--- src/rtl/phy_pkg.sv ---
// Constants shared by the PHY transmit serializer and the receive-side deserializer.
// The comma byte doubles as alignment pattern and idle fill.
package phy_pkg;
  localparam int BYTE_W = 8;
  localparam logic [BYTE_W-1:0] COMMA = 8'hBC;
  typedef enum logic {SYNC = 1'b0, ACTIVE = 1'b1} tx_state_t;
endpackage

--- src/rtl/paralelo_serial_tx_if.sv ---
// Link-layer byte handshake into the serializer.
// valid/ready: a byte moves on a rising edge where valid_in & ready_out; ready_out never depends on valid_in.
interface paralelo_serial_tx_if;
  import phy_pkg::*;

  logic [BYTE_W-1:0] data_in;
  logic              valid_in;
  logic              resync_in;
  logic              ready_out;

  modport master (output data_in, output valid_in, output resync_in, input ready_out);
  modport slave  (input data_in, input valid_in, input resync_in, output ready_out);
endinterface

--- src/rtl/tx_shifter.sv ---
// Bit-slot counter, shift register and registered serial output.
// load_pulse marks the cycle whose rising edge loads the next byte, MSB first.
module tx_shifter
  import phy_pkg::*;
(
  input  logic              clk_32f,
  input  logic              reset_L,
  input  logic [BYTE_W-1:0] nb,
  output logic              load_pulse,
  output logic              data_out
);
  logic [2:0]        bit_cnt;
  logic [BYTE_W-1:0] shreg;

  assign load_pulse = (bit_cnt == 3'd7);

  always_ff @(posedge clk_32f or negedge reset_L) begin
    if (!reset_L) begin
      bit_cnt  <= 3'd7;
      shreg    <= '0;
      data_out <= 1'b0;
    end else begin
      bit_cnt <= bit_cnt + 3'd1;
      // The MSB goes straight to data_out; shreg keeps only the remaining bits.
      if (load_pulse) begin
        data_out <= nb[BYTE_W-1];
        shreg    <= {nb[BYTE_W-2:0], 1'b0};
      end else begin
        data_out <= shreg[BYTE_W-1];
        shreg    <= {shreg[BYTE_W-2:0], 1'b0};
      end
    end
  end
endmodule

--- src/rtl/paralelo_serial_tx.sv ---
// PHY transmit serializer: SYNC/ACTIVE framing FSM and byte handshake around tx_shifter.
// SYNC sends N_SYNC commas before data is accepted; empty ACTIVE slots carry comma fill.
module paralelo_serial_tx
  import phy_pkg::*;
#(
  parameter int unsigned N_SYNC = 4
)(
  input  logic                  clk_32f,
  input  logic                  reset_L,
  paralelo_serial_tx_if.slave   link,
  output logic                  data_out,
  output logic                  active_out,
  output logic                  valid_tx_out,
  output logic                  state_dbg
);
  localparam logic       S_SYNC    = SYNC;
  localparam logic       S_ACTIVE  = ACTIVE;
  localparam logic [3:0] SYNC_LAST = 4'(N_SYNC);

  logic              state;
  logic [3:0]        sync_cnt;
  logic [3:0]        sync_nxt;
  logic              load_pulse;
  logic              transfer;
  logic [BYTE_W-1:0] nb;

  assign link.ready_out = (state == S_ACTIVE) & load_pulse & ~link.resync_in;
  assign transfer       = link.valid_in & link.ready_out;
  assign nb             = transfer ? link.data_in : COMMA;
  assign sync_nxt       = sync_cnt + 4'd1;
  assign active_out     = (state == S_ACTIVE);
  assign state_dbg      = state;

  always_ff @(posedge clk_32f or negedge reset_L) begin
    if (!reset_L) begin
      state        <= S_SYNC;
      sync_cnt     <= 4'd0;
      valid_tx_out <= 1'b0;
    end else if (load_pulse) begin
      valid_tx_out <= transfer;
      case (state)
        S_SYNC: begin
          if (sync_nxt == SYNC_LAST) begin
            sync_cnt <= 4'd0;
            state    <= S_ACTIVE;
          end else begin
            sync_cnt <= sync_nxt;
          end
        end
        default: begin
          // The comma loaded at the resync edge is the first of the N_SYNC.
          if (link.resync_in) begin
            sync_cnt <= 4'd1;
            state    <= S_SYNC;
          end
        end
      endcase
    end
  end

  tx_shifter u_shifter (
    .clk_32f    (clk_32f),
    .reset_L    (reset_L),
    .nb         (nb),
    .load_pulse (load_pulse),
    .data_out   (data_out)
  );
endmodule
--- src/flat_wrapper.sv ---
// flat-port wrapper written by rule: the top's interface ports become plain ports
module paralelo_serial_tx_flat import phy_pkg::*;
#(
  parameter int unsigned N_SYNC = 4
)
  (clk_32f, reset_L, data_out, active_out, valid_tx_out, state_dbg, link_data_in, link_valid_in, link_resync_in, link_ready_out);
  paralelo_serial_tx_if link_i ();
  input  logic clk_32f;
  input  logic reset_L;
  output logic data_out;
  output logic active_out;
  output logic valid_tx_out;
  output logic state_dbg;
  input wire logic [$bits(link_i.data_in)-1:0] link_data_in;
  input wire logic [$bits(link_i.valid_in)-1:0] link_valid_in;
  input wire logic [$bits(link_i.resync_in)-1:0] link_resync_in;
  output wire logic [$bits(link_i.ready_out)-1:0] link_ready_out;
  assign link_i.data_in = link_data_in;
  assign link_i.valid_in = link_valid_in;
  assign link_i.resync_in = link_resync_in;
  assign link_ready_out = link_i.ready_out;
  paralelo_serial_tx #(.N_SYNC(N_SYNC)) u_core (.clk_32f(clk_32f), .reset_L(reset_L), .link(link_i), .data_out(data_out), .active_out(active_out), .valid_tx_out(valid_tx_out), .state_dbg(state_dbg));
endmodule
--- config.mk ---
export PLATFORM = sky130hd
export DESIGN_NAME = paralelo_serial_tx_flat
export DESIGN_NICKNAME = d
export VERILOG_FILES = /design/src/rtl/phy_pkg.sv /design/src/rtl/paralelo_serial_tx_if.sv /design/src/rtl/tx_shifter.sv /design/src/rtl/paralelo_serial_tx.sv /design/src/flat_wrapper.sv
export SDC_FILE = /design/constraint.sdc
export NUM_CORES = 1
export LEC_CHECK = 0
export BUFFER_PORTS_ARGS = -buffer_cell sky130_fd_sc_hd__buf_4
export CAP_MARGIN = 10
export CORE_ASPECT_RATIO = 0.75
export CORE_MARGIN = 2
export CORE_UTILIZATION = 35
export CTS_BUF_LIST = sky130_fd_sc_hd__clkbuf_16
export DETAILED_ROUTE_END_ITERATION = 6
export GPL_ROUTABILITY_DRIVEN = 0
export PLACE_DENSITY_LB_ADDON = 0.15
export RECOVER_POWER = 50
export SETUP_SLACK_MARGIN = 0.15
export SYNTH_ARGS = -nofsm -noshare
export SYNTH_HDL_FRONTEND = slang
export SYNTH_HIERARCHICAL = 1
export SYNTH_SLANG_ARGS = --single-unit
--- constraint.sdc ---
create_clock -name clk_32f -period 5 [get_ports clk_32f]
set_input_delay 0.25 -clock clk_32f [delete_from_list [all_inputs] [get_ports clk_32f]]
set_output_delay 0.25 -clock clk_32f [all_outputs]
set_load 0.005 [all_outputs]
==> results of run 1 <==
[worst reg2reg max path, stage by stage (launching register included)]
cell	delay, ps
dfstp_1	520
ha_1	140
ha_1	610
nor3b_4	390
nand2_2	130
or2_1	220
mux2_4	260
[per-layer routing]
| layer | wire length, um | vias to the layer above | track usage, % |
|---|---|---|---|
| li1 | - | 283 | - |
| met1 | 754 | 270 | 17.8 |
| met2 | 592 | 12 | 17.0 |
| met3 | 93 | 2 | 7.02 |
| met4 | 10 | 0 | 5.22 |
| met5 | 0 | - | 0 |
[path summary, 6_finish.rpt]
path | end | slack [ps]
min in group asynchronous | u_core/sync_cnt[2] | 660
worst max-delay path | u_core/u_shifter/shreg[6] | 2610
worst max register to register | u_core/u_shifter/shreg[6] | 2610
max in group asynchronous | u_core/u_shifter/shreg[7] | 3780
worst min register to register | u_core/u_shifter/bit_cnt[0] | 450
worst min-delay path | u_core/valid_tx_out | 310
[cell families (layout without fill, tap and decap cells)]
kind of cell             Yosys count  count (layout)
AO/OA/AOI/OAI                     13              13
adder cells (fa/ha/maj)            4               4
AND/OR/NAND/NOR                   23              23
flip-flops                        17              17
multiplexers                       7               7
buffers and inverters              6              25
[area by class of cell]
cell class	count	area share [%]
flip-flops and latches	17	40.0
multi-input cells	47	35.5
repair buffers	17	11.8
clock buffers	3	6.99
well taps	34	3.96
inverters	4	1.40
clock inverters	1	0.350
[report_power, final]
| part | total [W] | leakage (nW) | switching [W] | internal (W) |
|---|---|---|---|---|
| clock network | 0.000154 | 0.0423 | 0.0000481 | 0.000106 |
| logic | 0.0000101 | 0.259 | 0.00000443 | 0.00000562 |
| registers | 0.000138 | 0.190 | 0 | 0.000138 |
[flip-flops by register name, indices dropped and copies added, names as in the netlist]
| name | count |
|---|---|
| u_core/u_shifter/bit_cnt | 3 |
| u_core/valid_tx_out | 1 |
| u_core/u_shifter/data_out | 1 |
| u_core/u_shifter/shreg | 7 |
| u_core/sync_cnt | 4 |
| u_core/active_out | 1 |
[metrics by stage]
step	util (%)	hold slack (ps)	power [W]	std cells	worst slack, ps
4_1_cts	47.0	313	0.000309	123	2590
3_5_place_dp	43.2	127	0.000150	118	2620
3_3_place_gp	43.2	129	0.000150	118	2710
5_1_grt	46.9	318	0.000317	123	2430
2_1_floorplan	-	-45.6	0.000140	70	3130
6_report	46.9	305	0.000302	123	2610
[placed cells by master, fill, tap and decap left out, types with 2 or more instances in the layout]
cell and count:
clkbuf_16 3, mux2_4 7, a32o_1 2, nand3_1 3, nand2_1 3, and3_1 3
buf_4 15, dfrtp_1 14, o21ai_0 4, ha_1 4, dfstp_2 2, a21oi_1 4
inv_1 4, nand2b_1 2, or2_1 5
==> impl_metrics.yaml, run 1 <==
logic_synthesis:
  postSynthCellCount: 70
  seq_area_frac_synth_pct: 50.8
  synth_compound_area_share_pct: 9.48
  synth_edf_count: 0
  yosysMostFrequentCell: "dfrtp_1"
  netlist.area_leader.share_pct: 41.5
  async_flop_share_pct: 100
  ys_ff_latch: 17
  synth_area_leaders: "dfrtp_1 (41%), mux2_4 (12%), dfstp_2 (9.3%)"
  syn_area_per_cell_um2: 12.1
  yosys.area_share.simple_pct: 17.3
  synth_mux_area_share_pct: 12.4
  synth_common_cells: "dfrtp_1 (14), mux2_4 (7), or2_1 (5)"
  synth_cell_types: 26
  yosysWarnings: 6
  synthXorXnorAreaFrac_pct: 0
  synth_area_um2: 845
  synthAdderAreaFrac_pct: 5.93
  synth_top_area_cell: "dfrtp_1"
  ys.flop_type: "dfrtp_1"
  synth_fp_nets: 86
  synth_top_family_by_area: "simple AND/OR/NAND/NOR gates"
cells_and_area:
  seq_area_um2: 429
  fin_area_um2: 1070
  drive_gt1_share_pct: 36.0
  diodes: 0
  multi_input_area_um2: 382
  nets: 106
  synthToLayoutAreaGrowth_pct: 27.1
  fillers: 238
grt:
  antenna_found_initial: 0
  first_global_vias: 534
  grt_max_degree: 18
  grt_remaining_overflow: 0
  grt_pass1_wl_um: 2520
  grt_usage_pct: 13.1
min_path:
  hp-start: "link_valid_in"
  holdPathStages: 3
  hold_class: "in -> reg"
worst_setup_path:
  critPathCaptureType: "register"
  cp-start-kind: "register"
  rr_worst_depth: 6
  max_stage_delay_ps: 610
  path_delay_family: "adder cells"
  crit_arrival_ps: 2510
  cp-startpoint: "u_core/u_shifter/bit_cnt[0]"
  path_cells: "ha_1 -> ha_1 -> nor3b_4 -> nand2_2 -> or2_1 -> mux2_4"
  crit-reg2reg-launch: "u_core/u_shifter/bit_cnt[0]"
  cp_num_buf_inv: 0
  crit_type: "reg -> reg"
  crit_fanout: 16
  slowest_stage: "ha_1"
  critical_path.most_common_cell: "ha_1"
  worstPathRequired_ps: 5120
  crit_cells: 6
clock_tree:
  numCtsBuffers: 3
  root_buffer: "clkbuf_16"
  clk_latency_ps: 240
  cts_tree: "yes"
  clk_pin_slew_ps: 50
  cts_setup_buffers: 0
  ctsResizeCount: 0
  clk_path_buf_depth: 2
  h-tree-depth: 1
  cts_sinks: 17
  holdBufCountCts: 1
routing:
  remaining_drc_errors: 0
  antenna_left: 0
  drt_pass1_iterations: 5
  vias_per_cell: 4.61
  via_count: 567
  first_iter_violations: 8
  routedWlPerCell_um: 11.8
  wl_um: 1450
sta:
  period_minus_slack_ps: 2390
  slew-limit-headroom_pct: 38.8
  fmax_ghz: 0.419
  setup_tns_ps: 0
  finalClockSkew_ps: 3.23
  rsz0062_at_grt: "no"
  worstMarginPinSlew_ps: 917
  setup_viol: 0
  hold_viol: 0
  timing.final.crit_share_pct: 47.8
  slew_viol_final: 0
power:
  max-vdd-ir-drop_v: 0.000169
  p_leak_nw: 0.491
  p_per_area_nw_per_um2: 281
floorplanning:
  placementRows: 15
  core_area_um2: 2290
  io_pins: 17
  die_w_um: 60.7
  initial_core_util_pct: 36.9
  dieArea_um2: 2830
  die_h_um: 46.5
placement:
  io_buffers: 16
  placed_area_um2: 988
  dp_hpwl_um: 1080
status:
  outcome: "completed"
run:
  cap_violations: 0
No activity file was read; power rests on OpenSTA's default activity.
==> run 2: changes to the inputs <==
==> constraint.sdc (replaced) <==
create_clock -name clk_32f -period 2.4 [get_ports clk_32f]
set_input_delay 0.12 -clock clk_32f [delete_from_list [all_inputs] [get_ports clk_32f]]
set_output_delay 0.12 -clock clk_32f [all_outputs]
set_load 0.005 [all_outputs]
==> impl_metrics.yaml, run 2 (synthesis gave the netlist of run 1 again) <==
floorplanning:
  placementRows: 15
  core_area_um2: 2290
  die_w_um: 60.7
  io_pins: 17
  initial_core_util_pct: 36.9
  dieArea_um2: 2830
  die_h_um: 46.5
grt:
  grt_max_degree: 18
  grt_use_met1_pct: 17.6
  grt_pass1_wl_um: 2400
  top_usage_layer: "met1"
  antenna_found_initial: 0
  grt_usage_pct: 12.5
  grt_use_met2_pct: 16.1
  grt_remaining_overflow: 0
  first_global_vias: 531
  met3_usage_pct: 6.74
cells_and_area:
  final_common_cell: "buf_4"
  regMostFlops: "u_core/u_shifter/shreg"
  drive_gt1_share_pct: 36.7
  diodes: 0
  largest_reg_flops: 7
  biggestRegsByFlops: "u_core/u_shifter/shreg: 7 flops, u_core/sync_cnt: 4 flops, u_core/u_shifter/bit_cnt: 3 flops"
  nets: 107
  final_cell_mix: "buf_4 (16), dfrtp_1 (14), mux2_4 (7)"
  synthToLayoutAreaGrowth_pct: 28.0
sta:
  setup_viol: 0
  period_minus_slack_ps: 1790
  hold_viol: 0
  fmax_ghz: 0.557
  slew_viol_final: 0
  postLayoutSetupSlackWorst_ps: 605
  timing.final.crit_share_pct: 74.8
  finalClockSkew_ps: 1.91
  slew-limit-headroom_pct: 41.6
  worstMarginPinSlew_ps: 876
  setup_tns_ps: 0
  rsz0062_at_grt: "no"
power:
  max-vdd-ir-drop_v: 0.000398
  p_leak_nw: 0.497
  seqPwrFrac_pct: 45.8
  p_per_area_nw_per_um2: 581
  switching_share_pct: 17.2
  p_comb_share_pct: 3.3
  p_switching_w: 0.000108
  p_int_w: 0.000520
  p_clk_share_pct: 51.0
routing:
  remaining_drc_errors: 0
  first_iter_violations: 14
  wl_um: 1450
  antenna_left: 0
  routedWlPerCell_um: 11.7
  vias_per_cell: 4.51
  via_count: 559
  drt_pass1_iterations: 4
worst_setup_path:
  rr_worst_depth: 6
  cp-start-kind: "register"
  crit_fanout: 6
  ff2ff_setup_slack_ps: 610
  r2r_end: "u_core/u_shifter/shreg[3]"
  slowest_stage: "dfstp_1"
  crit_arrival_ps: 1920
  critical_path.most_common_cell: "ha_1"
  crit-reg2reg-launch: "u_core/u_shifter/bit_cnt[0]"
  max_stage_delay_ps: 520
  crit_type: "reg -> reg"
  path_cells: "ha_1 -> ha_1 -> nor3b_4 -> nand2_2 -> or2_1 -> mux2_4"
  critPathCaptureType: "register"
  cp-startpoint: "u_core/u_shifter/bit_cnt[0]"
  worstPathRequired_ps: 2530
clock_tree:
  clk_latency_ps: 240
  clk_pin_slew_ps: 50
  clk_path_buf_depth: 2
  cts_sinks: 17
  ctsResizeCount: 0
  numCtsBuffers: 3
  root_buffer: "clkbuf_16"
  h-tree-depth: 1
  cts_tree: "yes"
placement:
  io_buffers: 16
  pre_cts_slack_ps: 609
  dp_hpwl_um: 1130
run:
  cap_violations: 0
min_path:
  holdPathStages: 3
  hold_class: "in -> reg"
  holdPathEnd: "u_core/valid_tx_out"
  hp-start: "link_valid_in"
status:
  outcome: "completed"
==> run 2: power by group through the flow <==
stage	Clock (W)	Sequential, W	Combinational [W]
2_1_floorplan	0	0.000292	0.000000165
3_3_place_gp	0	0.000292	0.0000212
3_5_place_dp	0	0.000292	0.0000210
4_1_cts	0.000334	0.000287	0.0000225
5_1_grt	0.000343	0.000287	0.0000236
6_report	0.000320	0.000287	0.0000204
==> run 2: area by class of cell <==
type	instances	area, um^2
clock inverter	1	3.75
tap	34	42.5
multi-input combinational	47	382
clock buffer	3	75.1
sequential	17	429
inverter	4	15.0
fill	224	1210
timing repair buffer	18	134
==> run 2: timing repair <==
action,4_1_cts,5_1_grt
buffers inserted,0,0
hold buffers,1,0
hold endpoints to repair,17,0
setup endpoints to repair,0,0
==> run 2: per-layer routing <==
metal / wire length (um) / up-vias
met5: 0 / -
met2: 601 / 14
met4: 10 / 0
met3: 102 / 2
li1: - / 286
met1: 733 / 257
==> run 2: per-stage QoR <==
stage               power [W]  std cells  cell area [um^2]  hold slack (ps)  utilization (%)
floorplan            0.000292         70               845             -176                -
global placement     0.000313        119               996            -4.22             43.5
detailed placement   0.000313        119               996            -2.32             43.5
CTS                  0.000643        124              1080              170             47.4
global route         0.000653        124              1080              200             47.2
finish               0.000628        124              1080              165             47.2
==> run 2: critical path, delay by kind of cell (launching register included) <==
family	cells	cell delay [ps]
fa+ha+maj	2	300
flops	1	520
mux	1	260
simple gates	3	600
==> run 2: worst max path at each step <==
stage                                           end  cells past startpoint  slack, ps
after floorplan           u_core/u_shifter/data_out                      6        530
after global placement    u_core/u_shifter/shreg[5]                      6        650
after detailed placement  u_core/u_shifter/shreg[3]                      6        610
after CTS                 u_core/u_shifter/shreg[3]                      6        600
after global routing      u_core/u_shifter/data_out                      6        460
final                     u_core/u_shifter/shreg[3]                      6        610
==> run 3: changes to the inputs <==
==> constraint.sdc (replaced) <==
create_clock -name clk_32f -period 1.6 [get_ports clk_32f]
set_input_delay 0.08 -clock clk_32f [delete_from_list [all_inputs] [get_ports clk_32f]]
set_output_delay 0.08 -clock clk_32f [all_outputs]
set_load 0.005 [all_outputs]
==> impl_metrics.yaml, run 3 (synthesis gave the netlist of run 1 again) <==
status:
  outcome: "finished, violations left"
  violations: "setup timing"
sta:
  rsz0062_at_grt: "yes"
  slew-limit-headroom_pct: 40.5
  slew_viol_final: 0
  fmax_ghz: 0.591
  setup_viol: 6
  finalClockSkew_ps: 2.66
  hold_viol: 0
  worstMarginPinSlew_ps: 892
  timing.final.crit_share_pct: 106
  period_minus_slack_ps: 1690
  setup_tns_ps: -449
  postLayoutSetupSlackWorst_ps: -90.7
worst_setup_path:
  cp_num_buf_inv: 0
  crit_type: "reg -> reg"
  rr_worst_depth: 6
  crit_fanout: 6
  slowest_stage: "dfstp_2"
  crit-reg2reg-launch: "u_core/u_shifter/bit_cnt[0]"
  critPathCaptureType: "register"
  worstPathRequired_ps: 1730
  path_delay_family: "flip-flops"
  max_stage_delay_ps: 540
  cp-start-kind: "register"
  r2r_end: "u_core/u_shifter/data_out"
  path_cells: "ha_4 -> ha_4 -> nor3b_4 -> nand2_2 -> or2_1 -> mux2_4"
  crit_arrival_ps: 1820
  critical_path.most_common_cell: "ha_4"
  ff2ff_setup_slack_ps: -90
cells_and_area:
  final_common_cell: "buf_4"
  final_cell_mix: "buf_4 (18), dfrtp_1 (14), mux2_4 (7)"
  diodes: 0
  synthToLayoutAreaGrowth_pct: 46.1
  nets: 114
  biggestRegsByFlops: "u_core/u_shifter/shreg: 7 flops, u_core/sync_cnt: 4 flops, u_core/u_shifter/bit_cnt: 3 flops"
  post-route-util_pct: 53.9
  largest_reg_flops: 7
  fin_area_um2: 1230
  drive_gt1_share_pct: 49.5
  regMostFlops: "u_core/u_shifter/shreg"
  fillers: 219
power:
  max-vdd-ir-drop_v: 0.000600
  p_comb_share_pct: 3.4
  p_per_area_nw_per_um2: 766
  total_power_w: 0.000945
  seqPwrFrac_pct: 45.6
  p_switching_w: 0.000165
  switching_share_pct: 17.5
  p_clk_share_pct: 51.0
  p_leak_nw: 0.542
  p_int_w: 0.000780
floorplanning:
  initial_core_util_pct: 36.9
  placementRows: 15
  core_area_um2: 2290
  die_w_um: 60.7
  io_pins: 17
  die_h_um: 46.5
  dieArea_um2: 2830
clock_tree:
  numCtsBuffers: 3
  cts_tree: "yes"
  clk_pin_slew_ps: 50
  cts_sinks: 17
  clk_latency_ps: 240
  clk_path_buf_depth: 2
  h-tree-depth: 1
  root_buffer: "clkbuf_16"
min_path:
  holdPathStages: 3
  hp-start: "link_valid_in"
  hold_class: "in -> reg"
  holdPathEnd: "u_core/valid_tx_out"
routing:
  vias_per_cell: 4.56
  topRoutingLayerUsed: "met3"
  drt_pass1_iterations: 2
  wl_met1_um: 780
  wl_um: 1560
  wl_met3_um: 104
  routedWlPerCell_um: 11.9
  via_count: 598
  first_iter_violations: 16
  dr_wl_met2_um: 675
  remaining_drc_errors: 0
  antenna_left: 0
placement:
  placed_area_um2: 1040
  dp_hpwl_um: 1070
  io_buffers: 16
grt:
  grt_usage_pct: 12.4
  antenna_found_initial: 0
  first_global_vias: 535
  grt_max_degree: 18
  grt_remaining_overflow: 0
  grt_pass1_wl_um: 2380
run:
  cap_violations: 0
run 3: cell count changes in the layout (fill, tap and decap cells not counted), sizes merged:
cell / delta
buf: +6
clkbuf: +1
run 3: layout make-up:
| type | instances | area, um^2 | area share [%] |
|---|---|---|---|
| Multi-Input combinational cell | 47 | 432 | 35.0 |
| Sequential cell | 17 | 429 | 34.8 |
| Timing Repair Buffer | 25 | 236 | 19.2 |
| Clock buffer | 3 | 75.1 | 6.09 |
| Tap cell | 34 | 42.5 | 3.45 |
| Inverter | 4 | 15.0 | 1.22 |
| Clock inverter | 1 | 3.75 | 0.304 |
run 3: power by group through the flow:
stage                     sequential (W)  clock [W]  combinational (W)
final                           0.000431   0.000482          0.0000318
after global routing            0.000431   0.000517          0.0000355
after CTS                       0.000431   0.000495          0.0000340
after detailed placement        0.000438          0          0.0000314
after global placement          0.000438          0          0.0000312
after floorplan                 0.000438          0        0.000000161
run 3: through the flow:
step	worst slack [ps]	instances	hold WS [ps]
2_1_floorplan	-141	70	-216
3_3_place_gp	-65.2	122	-44.2
3_5_place_dp	-82.1	122	-42.6
4_1_cts	-96.9	129	144
5_1_grt	-172	131	156
6_report	-90.7	131	143
run 3: timing repair:
item | CTS | global route
gates resized for setup | 6 | 7
pin swaps | 4 | 5
hold buffers | 1 | 0
hold endpoints to repair | 17 | 0
setup buffers | 2 | 1
endpoints found under the setup margin | 14 | 14
gates cloned | 0 | 1
run 3: metal layers:
layer,track usage (%),up-vias
met5,0,-
met4,3.91,0
met3,7.30,0
met2,17.0,12
met1,16.2,288
li1,-,298
run 3: tightest hold or removal path: stages:
cell and delay (ps):
buf_4 110, nand2_2 80, o21ai_0 80
run 3: worst max-delay path by stage:
stage,from,to,cells past startpoint
finish,u_core/u_shifter/bit_cnt[0],u_core/u_shifter/data_out,6
global route,u_core/u_shifter/bit_cnt[0],u_core/u_shifter/data_out,6
CTS,u_core/u_shifter/bit_cnt[0],u_core/u_shifter/data_out,6
detailed placement,u_core/u_shifter/bit_cnt[0],u_core/u_shifter/shreg[5],6
global placement,u_core/u_shifter/bit_cnt[1],u_core/u_shifter/shreg[5],6
floorplan,u_core/u_shifter/bit_cnt[1],u_core/u_shifter/data_out,6
